==> config.mk <==
export PLATFORM = sky130hd
export DESIGN_NAME = alt_vipvfr_prc_queue_core
export DESIGN_NICKNAME = d
export VERILOG_FILES = /design/src/rtl/alt_vipvfr_prc_queue_core.sv
export SDC_FILE = /design/constraint.sdc
export NUM_CORES = 1
export LEC_CHECK = 0
export ABC_AREA = 1
export BUFFER_PORTS_ARGS = -buffer_cell sky130_fd_sc_hd__clkbuf_2
export CAP_MARGIN = 0
export CORE_ASPECT_RATIO = 0.8
export CORE_MARGIN = 10
export CORE_UTILIZATION = 50
export CTS_CLUSTER_DIAMETER = 30
export DETAILED_ROUTE_END_ITERATION = 7
export PLACE_DENSITY_LB_ADDON = 0.2
export SYNTH_ARGS = -nofsm -noshare
export SYNTH_HDL_FRONTEND = slang
export SYNTH_SLANG_ARGS = --single-unit
==> constraint.sdc <==
create_clock -name clock -period 5.5 [get_ports clock]
set_input_delay 0.275 -clock clock [delete_from_list [all_inputs] [get_ports clock]]
set_output_delay 0.275 -clock clock [all_outputs]
set_load 0.05 [all_outputs]
==> src/rtl/alt_vipvfr_prc_queue_core.sv <==
// Packet reader core: descriptor queue, header beat, burst-split payload fetch, Avalon-ST output.
// Optional frame repeat of the last popped descriptor: define PRC_REPEAT_LAST_EN.
module alt_vipvfr_prc_queue_core #(
   parameter int BITS_PER_SYMBOL  = 8,
   parameter int SYMBOLS_PER_BEAT = 3,
   parameter int BYTES_PER_BEAT   = 4,
   parameter int MAX_BURST        = 64,
   parameter int BURST_WIDTH      = 7,
   parameter int SAMPLES_WIDTH    = 32,
   parameter int DESC_DEPTH       = 4,
   localparam int DW              = BITS_PER_SYMBOL * SYMBOLS_PER_BEAT,
   localparam int AW              = $clog2(DESC_DEPTH)
) (
   input  logic                     clock,
   input  logic                     reset_n,
   input  logic                     enable,
   input  logic                     desc_valid,
   output logic                     desc_ready,
   input  logic [31:0]              desc_addr,
   input  logic [3:0]               desc_type,
   input  logic [SAMPLES_WIDTH-1:0] desc_samples,
   output logic [AW:0]              queue_level,
   output logic                     busy,
   output logic                     complete,
   output logic                     cmd,
   input  logic                     cmd_ready,
   output logic [31:0]              cmd_addr,
   output logic [BURST_WIDTH-1:0]   cmd_length_of_burst,
   input  logic                     rd_valid,
   output logic                     rd_ready,
   input  logic [DW-1:0]            rd_data,
   input  logic                     ready_out,
   output logic                     valid_out,
   output logic [DW-1:0]            data_out,
   output logic                     sop_out,
   output logic                     eop_out
);

   localparam int LW = AW + 1;

   localparam logic [2:0] ST_IDLE   = 3'd0;
   localparam logic [2:0] ST_HEADER = 3'd1;
   localparam logic [2:0] ST_CMD    = 3'd2;
   localparam logic [2:0] ST_STREAM = 3'd3;
   localparam logic [2:0] ST_DONE   = 3'd4;

   localparam logic [AW-1:0]            PTR_ONE  = AW'(1);
   localparam logic [LW-1:0]            LVL_ONE  = LW'(1);
   localparam logic [LW-1:0]            LVL_FULL = LW'(DESC_DEPTH);
   localparam logic [SAMPLES_WIDTH-1:0] SMP_ONE  = SAMPLES_WIDTH'(1);
   localparam logic [SAMPLES_WIDTH-1:0] SMP_MAXB = SAMPLES_WIDTH'(MAX_BURST);
   localparam logic [BURST_WIDTH-1:0]   BST_ONE  = BURST_WIDTH'(1);
   localparam logic [BURST_WIDTH-1:0]   BST_MAX  = BURST_WIDTH'(MAX_BURST);
   localparam logic [31:0]              BYTE_STEP = 32'(BYTES_PER_BEAT);

   // Descriptor storage
   logic [31:0]              q_addr_q    [DESC_DEPTH];
   logic [3:0]               q_type_q    [DESC_DEPTH];
   logic [SAMPLES_WIDTH-1:0] q_samples_q [DESC_DEPTH];
   logic [AW-1:0]            wr_ptr_q, wr_ptr_d;
   logic [AW-1:0]            rd_ptr_q, rd_ptr_d;
   logic [LW-1:0]            level_q, level_d;
   logic                     push_s;
   logic                     pop_s;

   // Working registers of the packet in flight
   logic [2:0]               state_q, state_d;
   logic [31:0]              addr_q, addr_d;
   logic [3:0]               type_q, type_d;
   logic [SAMPLES_WIDTH-1:0] samples_q, samples_d;
   logic [SAMPLES_WIDTH-1:0] remaining_q, remaining_d;
   logic [SAMPLES_WIDTH-1:0] sent_q, sent_d;
   logic [BURST_WIDTH-1:0]   burst_left_q, burst_left_d;
   logic [BURST_WIDTH-1:0]   len_s;
   logic [DW-1:0]            last_data_q;

`ifdef PRC_REPEAT_LAST_EN
   logic                     have_last_q;
   logic [31:0]              rep_addr_q;
   logic [3:0]               rep_type_q;
   logic [SAMPLES_WIDTH-1:0] rep_samples_q;
`endif

   // Burst length: whatever is left, clipped to the largest legal burst
   always_comb begin
      if (remaining_q > SMP_MAXB) begin
         len_s = BST_MAX;
      end else begin
         len_s = remaining_q[BURST_WIDTH-1:0];
      end
   end

   // Packet sequencing and working-register next state
   always_comb begin
      state_d      = state_q;
      addr_d       = addr_q;
      type_d       = type_q;
      samples_d    = samples_q;
      remaining_d  = remaining_q;
      sent_d       = sent_q;
      burst_left_d = burst_left_q;
      pop_s        = 1'b0;
      case (state_q)
         ST_IDLE: begin
            if (enable && (level_q != '0)) begin
               pop_s        = 1'b1;
               addr_d       = q_addr_q[rd_ptr_q];
               type_d       = q_type_q[rd_ptr_q];
               samples_d    = q_samples_q[rd_ptr_q];
               remaining_d  = q_samples_q[rd_ptr_q];
               sent_d       = '0;
               burst_left_d = '0;
               state_d      = ST_HEADER;
            end
`ifdef PRC_REPEAT_LAST_EN
            else if (enable && have_last_q) begin
               addr_d       = rep_addr_q;
               type_d       = rep_type_q;
               samples_d    = rep_samples_q;
               remaining_d  = rep_samples_q;
               sent_d       = '0;
               burst_left_d = '0;
               state_d      = ST_HEADER;
            end
`endif
            else begin
               state_d = ST_IDLE;
            end
         end
         ST_HEADER: begin
            if (ready_out) begin
               if (samples_q == '0) begin
                  state_d = ST_DONE;
               end else begin
                  state_d = ST_CMD;
               end
            end else begin
               state_d = ST_HEADER;
            end
         end
         ST_CMD: begin
            if (cmd_ready) begin
               addr_d       = addr_q + (32'(len_s) * BYTE_STEP);
               remaining_d  = remaining_q - SAMPLES_WIDTH'(len_s);
               burst_left_d = len_s;
               state_d      = ST_STREAM;
            end else begin
               state_d = ST_CMD;
            end
         end
         ST_STREAM: begin
            if (rd_valid && ready_out) begin
               sent_d       = sent_q + SMP_ONE;
               burst_left_d = burst_left_q - BST_ONE;
               if (burst_left_q == BST_ONE) begin
                  if (remaining_q != '0) begin
                     state_d = ST_CMD;
                  end else begin
                     state_d = ST_DONE;
                  end
               end else begin
                  state_d = ST_STREAM;
               end
            end else begin
               state_d = ST_STREAM;
            end
         end
         ST_DONE: begin
            state_d = ST_IDLE;
         end
         default: begin
            state_d = ST_IDLE;
         end
      endcase
   end

   // Queue pointers and occupancy; a full queue refuses pushes, so push+pop never meets full
   always_comb begin
      push_s   = desc_valid & desc_ready;
      wr_ptr_d = push_s ? (wr_ptr_q + PTR_ONE) : wr_ptr_q;
      rd_ptr_d = pop_s  ? (rd_ptr_q + PTR_ONE) : rd_ptr_q;
      case ({push_s, pop_s})
         2'b10:   level_d = level_q + LVL_ONE;
         2'b01:   level_d = level_q - LVL_ONE;
         default: level_d = level_q;
      endcase
   end

   // Output decode; STREAM is a straight pass-through between read master and sink
   always_comb begin
      valid_out           = 1'b0;
      sop_out             = 1'b0;
      eop_out             = 1'b0;
      data_out            = last_data_q;
      cmd                 = 1'b0;
      cmd_addr            = '0;
      cmd_length_of_burst = '0;
      rd_ready            = 1'b0;
      case (state_q)
         ST_HEADER: begin
            valid_out = 1'b1;
            sop_out   = 1'b1;
            eop_out   = (samples_q == '0);
            data_out  = DW'(type_q);
         end
         ST_CMD: begin
            cmd                 = 1'b1;
            cmd_addr            = addr_q;
            cmd_length_of_burst = len_s;
         end
         ST_STREAM: begin
            valid_out = rd_valid;
            rd_ready  = ready_out;
            data_out  = rd_data;
            eop_out   = (sent_q == (samples_q - SMP_ONE));
         end
         default: begin
            valid_out = 1'b0;
         end
      endcase
      busy        = (state_q != ST_IDLE);
      complete    = (state_q == ST_DONE);
      desc_ready  = (level_q != LVL_FULL);
      queue_level = level_q;
   end

   // Descriptor payload storage; contents are only meaningful between push and pop
   always_ff @(posedge clock) begin
      if (push_s) begin
         q_addr_q[wr_ptr_q]    <= desc_addr;
         q_type_q[wr_ptr_q]    <= desc_type;
         q_samples_q[wr_ptr_q] <= desc_samples;
      end
   end

   // Control and working state
   always_ff @(posedge clock) begin
      if (!reset_n) begin
         state_q      <= ST_IDLE;
         wr_ptr_q     <= '0;
         rd_ptr_q     <= '0;
         level_q      <= '0;
         addr_q       <= '0;
         type_q       <= '0;
         samples_q    <= '0;
         remaining_q  <= '0;
         sent_q       <= '0;
         burst_left_q <= '0;
         last_data_q  <= '0;
      end else begin
         state_q      <= state_d;
         wr_ptr_q     <= wr_ptr_d;
         rd_ptr_q     <= rd_ptr_d;
         level_q      <= level_d;
         addr_q       <= addr_d;
         type_q       <= type_d;
         samples_q    <= samples_d;
         remaining_q  <= remaining_d;
         sent_q       <= sent_d;
         burst_left_q <= burst_left_d;
         last_data_q  <= data_out;
      end
   end

`ifdef PRC_REPEAT_LAST_EN
   // Copy of the most recently popped descriptor, replayed while the queue is empty
   always_ff @(posedge clock) begin
      if (!reset_n) begin
         have_last_q   <= 1'b0;
         rep_addr_q    <= '0;
         rep_type_q    <= '0;
         rep_samples_q <= '0;
      end else if (pop_s) begin
         have_last_q   <= 1'b1;
         rep_addr_q    <= q_addr_q[rd_ptr_q];
         rep_type_q    <= q_type_q[rd_ptr_q];
         rep_samples_q <= q_samples_q[rd_ptr_q];
      end else begin
         have_last_q   <= have_last_q;
         rep_addr_q    <= rep_addr_q;
         rep_type_q    <= rep_type_q;
         rep_samples_q <= rep_samples_q;
      end
   end
`endif

endmodule

== Word-level counts from Yosys, hierarchy flattened ==
Memory sizes are Yosys's and may differ from the RTL's. A register that Yosys moved wholly into a read port is not among the register bits.
Cells that the tools add are included.

* Add/subtract/negate cells: 9
* Order comparisons: 1
* Equal/unequal tests: 12
* Multiplexer cells: 39
* Bitwise operators: 1
* Reductions and logical operators: 16

{| class="wikitable"
|+ Operator list
! operator !! count
|-
| $mux W32 || 7
|-
| $pmux W32 S2 || 3
|-
| $pmux W24 S2 || 1
|-
| $mux W7 || 5
|-
| $add A32 B1 Y32 const B || 1
|-
| $add A32 B9 Y32 || 1
|-
| $eq A32 B32 Y1 || 1
|-
| $gt A32 B7 Y1 const B || 1
|-
| $logic_not A32 Y1 || 1
|-
| $reduce_bool A32 Y1 || 1
|-
| $sub A32 B1 Y32 const B || 1
|-
| $sub A32 B7 Y32 || 1
|-
| $pmux W7 S3 || 1
|-
| $mux W3 || 5
|-
| $pmux W3 S4 || 1
|-
| $mux W1 || 9
|-
| $reduce_bool A3 Y1 || 3
|-
| $mux W2 || 4
|-
| $eq A7 B1 Y1 const B || 1
|-
| $sub A7 B1 Y7 const B || 1
|-
| $eq A3 B2 Y1 const B || 2
|-
| $ne A2 B2 Y1 const B || 3
|-
| $pmux W3 S2 || 1
|-
| $reduce_and A3 Y1 || 2
|-
| 16 further kinds || 21
|}

* Register bits after elaboration: 169
* Memory bits (writable): 272
* Input port bits: 99
* Output and inout bits: 74
* Memories kept: 3

{| class="wikitable"
|+ Memories
! memory !! words !! width !! read ports !! clocked after memory_dff !! wr ports !! line !! RTL
|-
| q_addr_q || 4 || 32 || 1 || 1 || 1 || 57 || <nowiki>logic [31:0] q_addr_q [DESC_DEPTH];</nowiki>
|-
| q_samples_q || 4 || 32 || 1 || 1 || 1 || 59 || <nowiki>logic [SAMPLES_WIDTH-1:0] q_samples_q [DESC_DEPTH];</nowiki>
|-
| q_type_q || 4 || 4 || 1 || 1 || 1 || 58 || <nowiki>logic [3:0] q_type_q [DESC_DEPTH];</nowiki>
|}

== Logic depth before layout (Yosys ltp) ==
* Depth in word-level cells: 6
* Depth in mapped cells: 25

== Worst setup path after synthesis ==
OpenSTA, ideal clock, no wires.

* Kind: reg2reg
* Start point: register level_q[1], in the netlist queue_level[1]
* End point: memory q_addr_q[0][0] (enable)
* Setup time: 495 ps
* Arrival time: 4448 ps
* Path slack: 558 ps
* Stages on the path, launching flop included: 5
* Path buffers: 0
* Clock period less this slack: 4942 ps
* Cell sequence: dfxtp_1 -> inv_1 -> nand3_1 -> nand2_1 -> nor2_1

* Longest elaborated chain between the ends: 4

{| class="wikitable"
|+ Ends and longest elaborated chain
! item !! line !! RTL
|-
| start: declaration || 62 || <nowiki>logic [LW-1:0] level_q, level_d;</nowiki>
|-
| start signal: assignment || 254 || <nowiki>level_q <= level_d;</nowiki>
|-
| $ne A3 B3 Y1 || 223 || <nowiki>desc_ready = (level_q != LVL_FULL);</nowiki>
|-
| net desc_ready || 18 || <nowiki>output logic desc_ready,</nowiki>
|-
| $and A1 B1 Y1 || 179 || <nowiki>push_s = desc_valid & desc_ready;</nowiki>
|-
| $mux W1 || 229 || <nowiki>if (push_s) begin</nowiki>
|-
| $mux W1 (not written as such) || 230 || <nowiki>q_addr_q[wr_ptr_q] <= desc_addr;</nowiki>
|-
| end: declaration || 57 ||
|}

The timed path passes the listed nets, and every way through them passes these cells.

== Worst setup path in the final report ==
* Start point: register remaining_q[18]
* End point: register addr_q[28]

* Longest elaborated chain between the ends: 5

{| class="wikitable"
|+ Ends and longest elaborated chain
! item !! line !! RTL
|-
| start: declaration || 71 || <nowiki>logic [SAMPLES_WIDTH-1:0] remaining_q, remaining_d;</nowiki>
|-
| start signal: assignment || 258 || <nowiki>remaining_q <= remaining_d;</nowiki>
|-
| $gt A32 B7 Y1 || 86 || <nowiki>if (remaining_q > SMP_MAXB) begin</nowiki>
|-
| $mux W7 || 86 ||
|-
| $add A32 B9 Y32 || 143 || <nowiki>addr_d = addr_q + (32'(len_s) * BYTE_STEP);</nowiki>
|-
| $mux W32 || 142 || <nowiki>if (cmd_ready) begin</nowiki>
|-
| $pmux W32 S2 || 103 || <nowiki>case (state_q)</nowiki>
|-
| end signal: assignment || 255 || <nowiki>addr_q <= addr_d;</nowiki>
|-
| end: declaration || 68 || <nowiki>logic [31:0] addr_q, addr_d;</nowiki>
|}

No other way between the ends. The select of a mux whose other input is x is not followed.
A chain may end at the register's enable or synchronous reset.

==> impl_metrics.toml <==
[die]
die_h_um = 203
rows = 66
die_area_um2 = 50500
start_util_pct = 51.1
die_w_um = 249
core_area_um2 = 41000
pin_count = 173

[power_and_ir_drop]
p_seq_share_pct = 31.1
switching_power_mw = 5.53
ir_drop_mv = 0.296
pwr-share-clk_pct = 35.8
swShare_pct = 37.7
power_density_nw_per_um2 = 562
p_int_mw = 9.13
power_mw = 14.7
p_comb_share_pct = 33.1
p_leak_nw = 10.4

[sta]
finalCritPeriodShare_pct = 73.7
slew_headroom_pct = 20.6
slew_violations = 0
clock-skew-final_ns = 0.0230
period_needed_ns = 4.06
max_freq_ghz = 0.247
tns_ns = 0
hold_violations = 0
setup_viol_count_final = 0
tightest_slew_ns = 1.19
rsz0062_at_grt = "false"

[worst_setup_path]
rrSetupSlack_ns = 1.44
reg2reg_to = "addr_q[28]$_SDFFE_PN0P_"
criticalPathCategory = "register to register"
critPathRequiredTime_ns = 5.99
cp-end-kind = "register"
critPathLaunch = "remaining_q[18]$_SDFFE_PN0P_"
reg2reg_depth = 24
crit_arrival_ns = 4.55
startpoint_type = "register"
rr_startpoint = "remaining_q[18]$_SDFFE_PN0P_"
cp_max_fo = 14

[final_layout]
finalNetCount = 2747
syn2layout_area_growth_pct = 24.4
nFillCells = 3355
multi_input_comb_area_um2 = 7880
drive_above_1_share_pct = 14.4
regArea_um2 = 11700

[yosys]
synth_area_um2 = 21000
yosys.cell_types.count = 57
syn-num-nets = 2490
synthTopCellsByArea = "edfxtp_1, dfxtp_1, nand2_1, nor2_1, o21ai_0"
yosysTopAreaCell = "edfxtp_1"
yosys_warnings = 0
synth_edf_count = 272
seq_area_frac_synth_pct = 55.7
async_reset_ff_share_pct = 0
synth.top_cell.area_share_pct = 39.0
ys_ff_latch = 447
synthCells = 2372
synth.avg_cell_area_um2 = 8.83
synth_ff_type = "edfxtp_1"

[route]
wl_met3_um = 4620
num_vias = 17900
antenna_left = 0
m1WireLength_um = 27600
wl_met2_um = 26200
dr.first_iter.drc_count = 1776
totalWireLength_um = 59300
dr.pass1.iters = 6
drc_errors = 0
topRoutingLayerUsed = "met5"
avgRoutedWirePerCell_um = 18.3
avgViaCountPerCell = 5.51

[worst_hold_path]
hold_path_depth = 5
worstHoldPathType = "primary input to register"
min-delay-start = "rd_data[9]"
holdPathEnd = "last_data_q[9]$_SDFF_PN0_"

[cts]
path_clk_slew_ns = 0.05
post_cts_buffers = 0
cts.sinks = 447
post_cts_resized = 0
clock_latency_ns = 0.62
htreeDepth = 3
tritoncts = "yes"
cts_root_buffer = "clkbuf_16"
cts_buffers = 81
cts_buffer_depth = 3

[grt]
grt_antenna_before_repair = 2
grt-ovfl-total = 0
grt_pass1_vias = 17000
grt_pass1_wl_um = 94200
grt_use_total_pct = 22.9
grt_start_max_net_pins = 95

[placed_design]
gp_routability_congestion = 0.953
portBuffers = 172
hpwl_um = 39200

[job]
cap_violations = 0

[run_status]
status = "finished, final reports clean"
[cell usage in the layout, fill, tap and decap left out, types with 13 or more instances in the layout]
cell	netlist	layout
a21oi_1	139	139
o21ai_0	202	202
nand2_1	389	388
ha_1	17	17
dfxtp_1	175	173
inv_1	267	264
nor3_1	31	31
nor4_1	20	20
clkbuf_2	1	172
clkbuf_1	87	13
buf_4	1	23
nand4_1	40	40
bufinv_16	0	14
nand3_1	89	89
edfxtp_1	272	272
a221o_1	18	18
clkbuf_16	0	84
a31oi_1	29	29
nor2_1	338	332
xor2_1	41	41
dlygate4sd3_1	0	85
xnor2_1	23	23
clkinv_2	1	14
o22ai_1	51	51
[through the flow]
step           area, µm²  instances  setup slack (ns)  hold WS (ns)  utilization [%]
2_1_floorplan      21000       2372             0.558         0.374                -
3_3_place_gp       22300       3005              1.67         0.453             54.4
3_5_place_dp       22300       3005              1.59         0.461             54.4
4_1_cts            26100       3241              1.55      0.000116             63.5
5_1_grt            26100       3242             0.965        0.0283             63.5
6_report           26100       3243              1.44        0.0261             63.5
[worst max-delay path, cell delays in order, from the launching register on]
cell and delay, ns:
dfxtp_1 0.35, nor2_1 0.19, nand2_1 0.13, nor2_1 0.19, nand2_2 0.09, nor2_4 0.13, nand2_2 0.20, nor2_1 0.18
ha_1 0.18, inv_1 0.05, fa_1 0.36, inv_1 0.08, nand2_1 0.07, o21ai_1 0.21, a21oi_1 0.15, o21ai_1 0.34
inv_1 0.10, nor2_1 0.16, nand3_1 0.23, nor2_1 0.23, nand2_1 0.08, nand2_1 0.06, nand3_1 0.06, nand2_1 0.06
inv_1 0.03
[power by group through the flow]
stage | clock network [mW] | registers [mW] | logic (mW)
final | 5.24 | 4.56 | 4.85
after global routing | 5.47 | 4.62 | 5.41
after CTS | 5.29 | 4.55 | 4.77
after detailed placement | 0 | 4.61 | 4.68
after global placement | 0 | 4.58 | 4.63
after floorplan | 0 | 4.48 | 3.48
[repair_timing]
action | 4_1_cts | 5_1_grt
setup endpoints to repair | 0 | 0
endpoints found under the hold margin | 289 | 0
hold buffers | 85 | 0
[logic make-up after synthesis]
kind of cell	after synthesis	synth area share, %
XOR/XNOR	64	2.68
flip-flops	447	55.7
AND/OR/NAND/NOR	959	19.7
buffers and inverters	382	6.92
AO/OA/AOI/OAI	500	13.8
other	1	0.0179
adder cells (fa/ha/maj)	19	1.21
[cells in the mapped netlist, types with 3 or more instances]
cell type / n
inv_2: 6
a211oi_1: 7
nand3b_1: 10
or2_2: 4
edfxtp_1: 272
dfxtp_1: 175
o211ai_1: 10
buf_1: 10
nor2_4: 3
a221oi_1: 6
nor2_2: 7
nor4_1: 20
o21ai_1: 5
nand2_1: 389
nor2_1: 338
a31oi_1: 29
o21bai_1: 9
nor3_1: 31
a21oi_1: 139
nand4_1: 40
o21ai_0: 202
inv_1: 267
nand3_1: 89
xnor2_1: 23
clkbuf_1: 87
a221o_1: 18
xor2_1: 41
or2_0: 4
buf_2: 7
o22ai_1: 51
a32o_1: 10
ha_1: 17
a41oi_1: 5
nand2_2: 11
nor3_2: 5
[worst max path at each step]
| stage | slack [ns] | end |
|---|---|---|
| floorplan | 0.56 | q_addr_q[0][0]$_DFFE_PP_ |
| global placement | 1.67 | addr_q[28]$_SDFFE_PN0P_ |
| detailed placement | 1.59 | addr_q[28]$_SDFFE_PN0P_ |
| CTS | 1.55 | addr_q[28]$_SDFFE_PN0P_ |
| global route | 0.96 | addr_q[28]$_SDFFE_PN0P_ |
| finish | 1.44 | addr_q[28]$_SDFFE_PN0P_ |
[layer usage]
metal	track usage, %	vias to the layer above
met5	0	-
met4	6.02	2
met3	5.14	83
met2	34.9	653
met1	32.4	8497
li1	-	8631
[area by class of cell]
class                   count  area share (%)
flip-flops and latches    447            44.8
clock inverters            50            2.68
repair buffers            280            7.23
clock buffers             101            8.46
inverters                 276            3.99
well taps                 544            2.61
diodes                      2          0.0192
multi-input cells        1543            30.2
[sequential cells by signal, summed over array words and instances (netlist names), named ones only]
| name | count |
|---|---|
| queue_level | 3 |
| q_type_q | 16 |
| samples_q | 32 |
| q_addr_q | 128 |
| last_data_q | 24 |
| wr_ptr_q | 2 |
| rd_ptr_q | 2 |
| type_q | 4 |
| remaining_q | 32 |
| addr_q | 32 |
| sent_q | 32 |
| state_q | 3 |
| q_samples_q | 128 |
| burst_left_q | 7 |
Note: power is estimated with default switching activity, not from simulation.
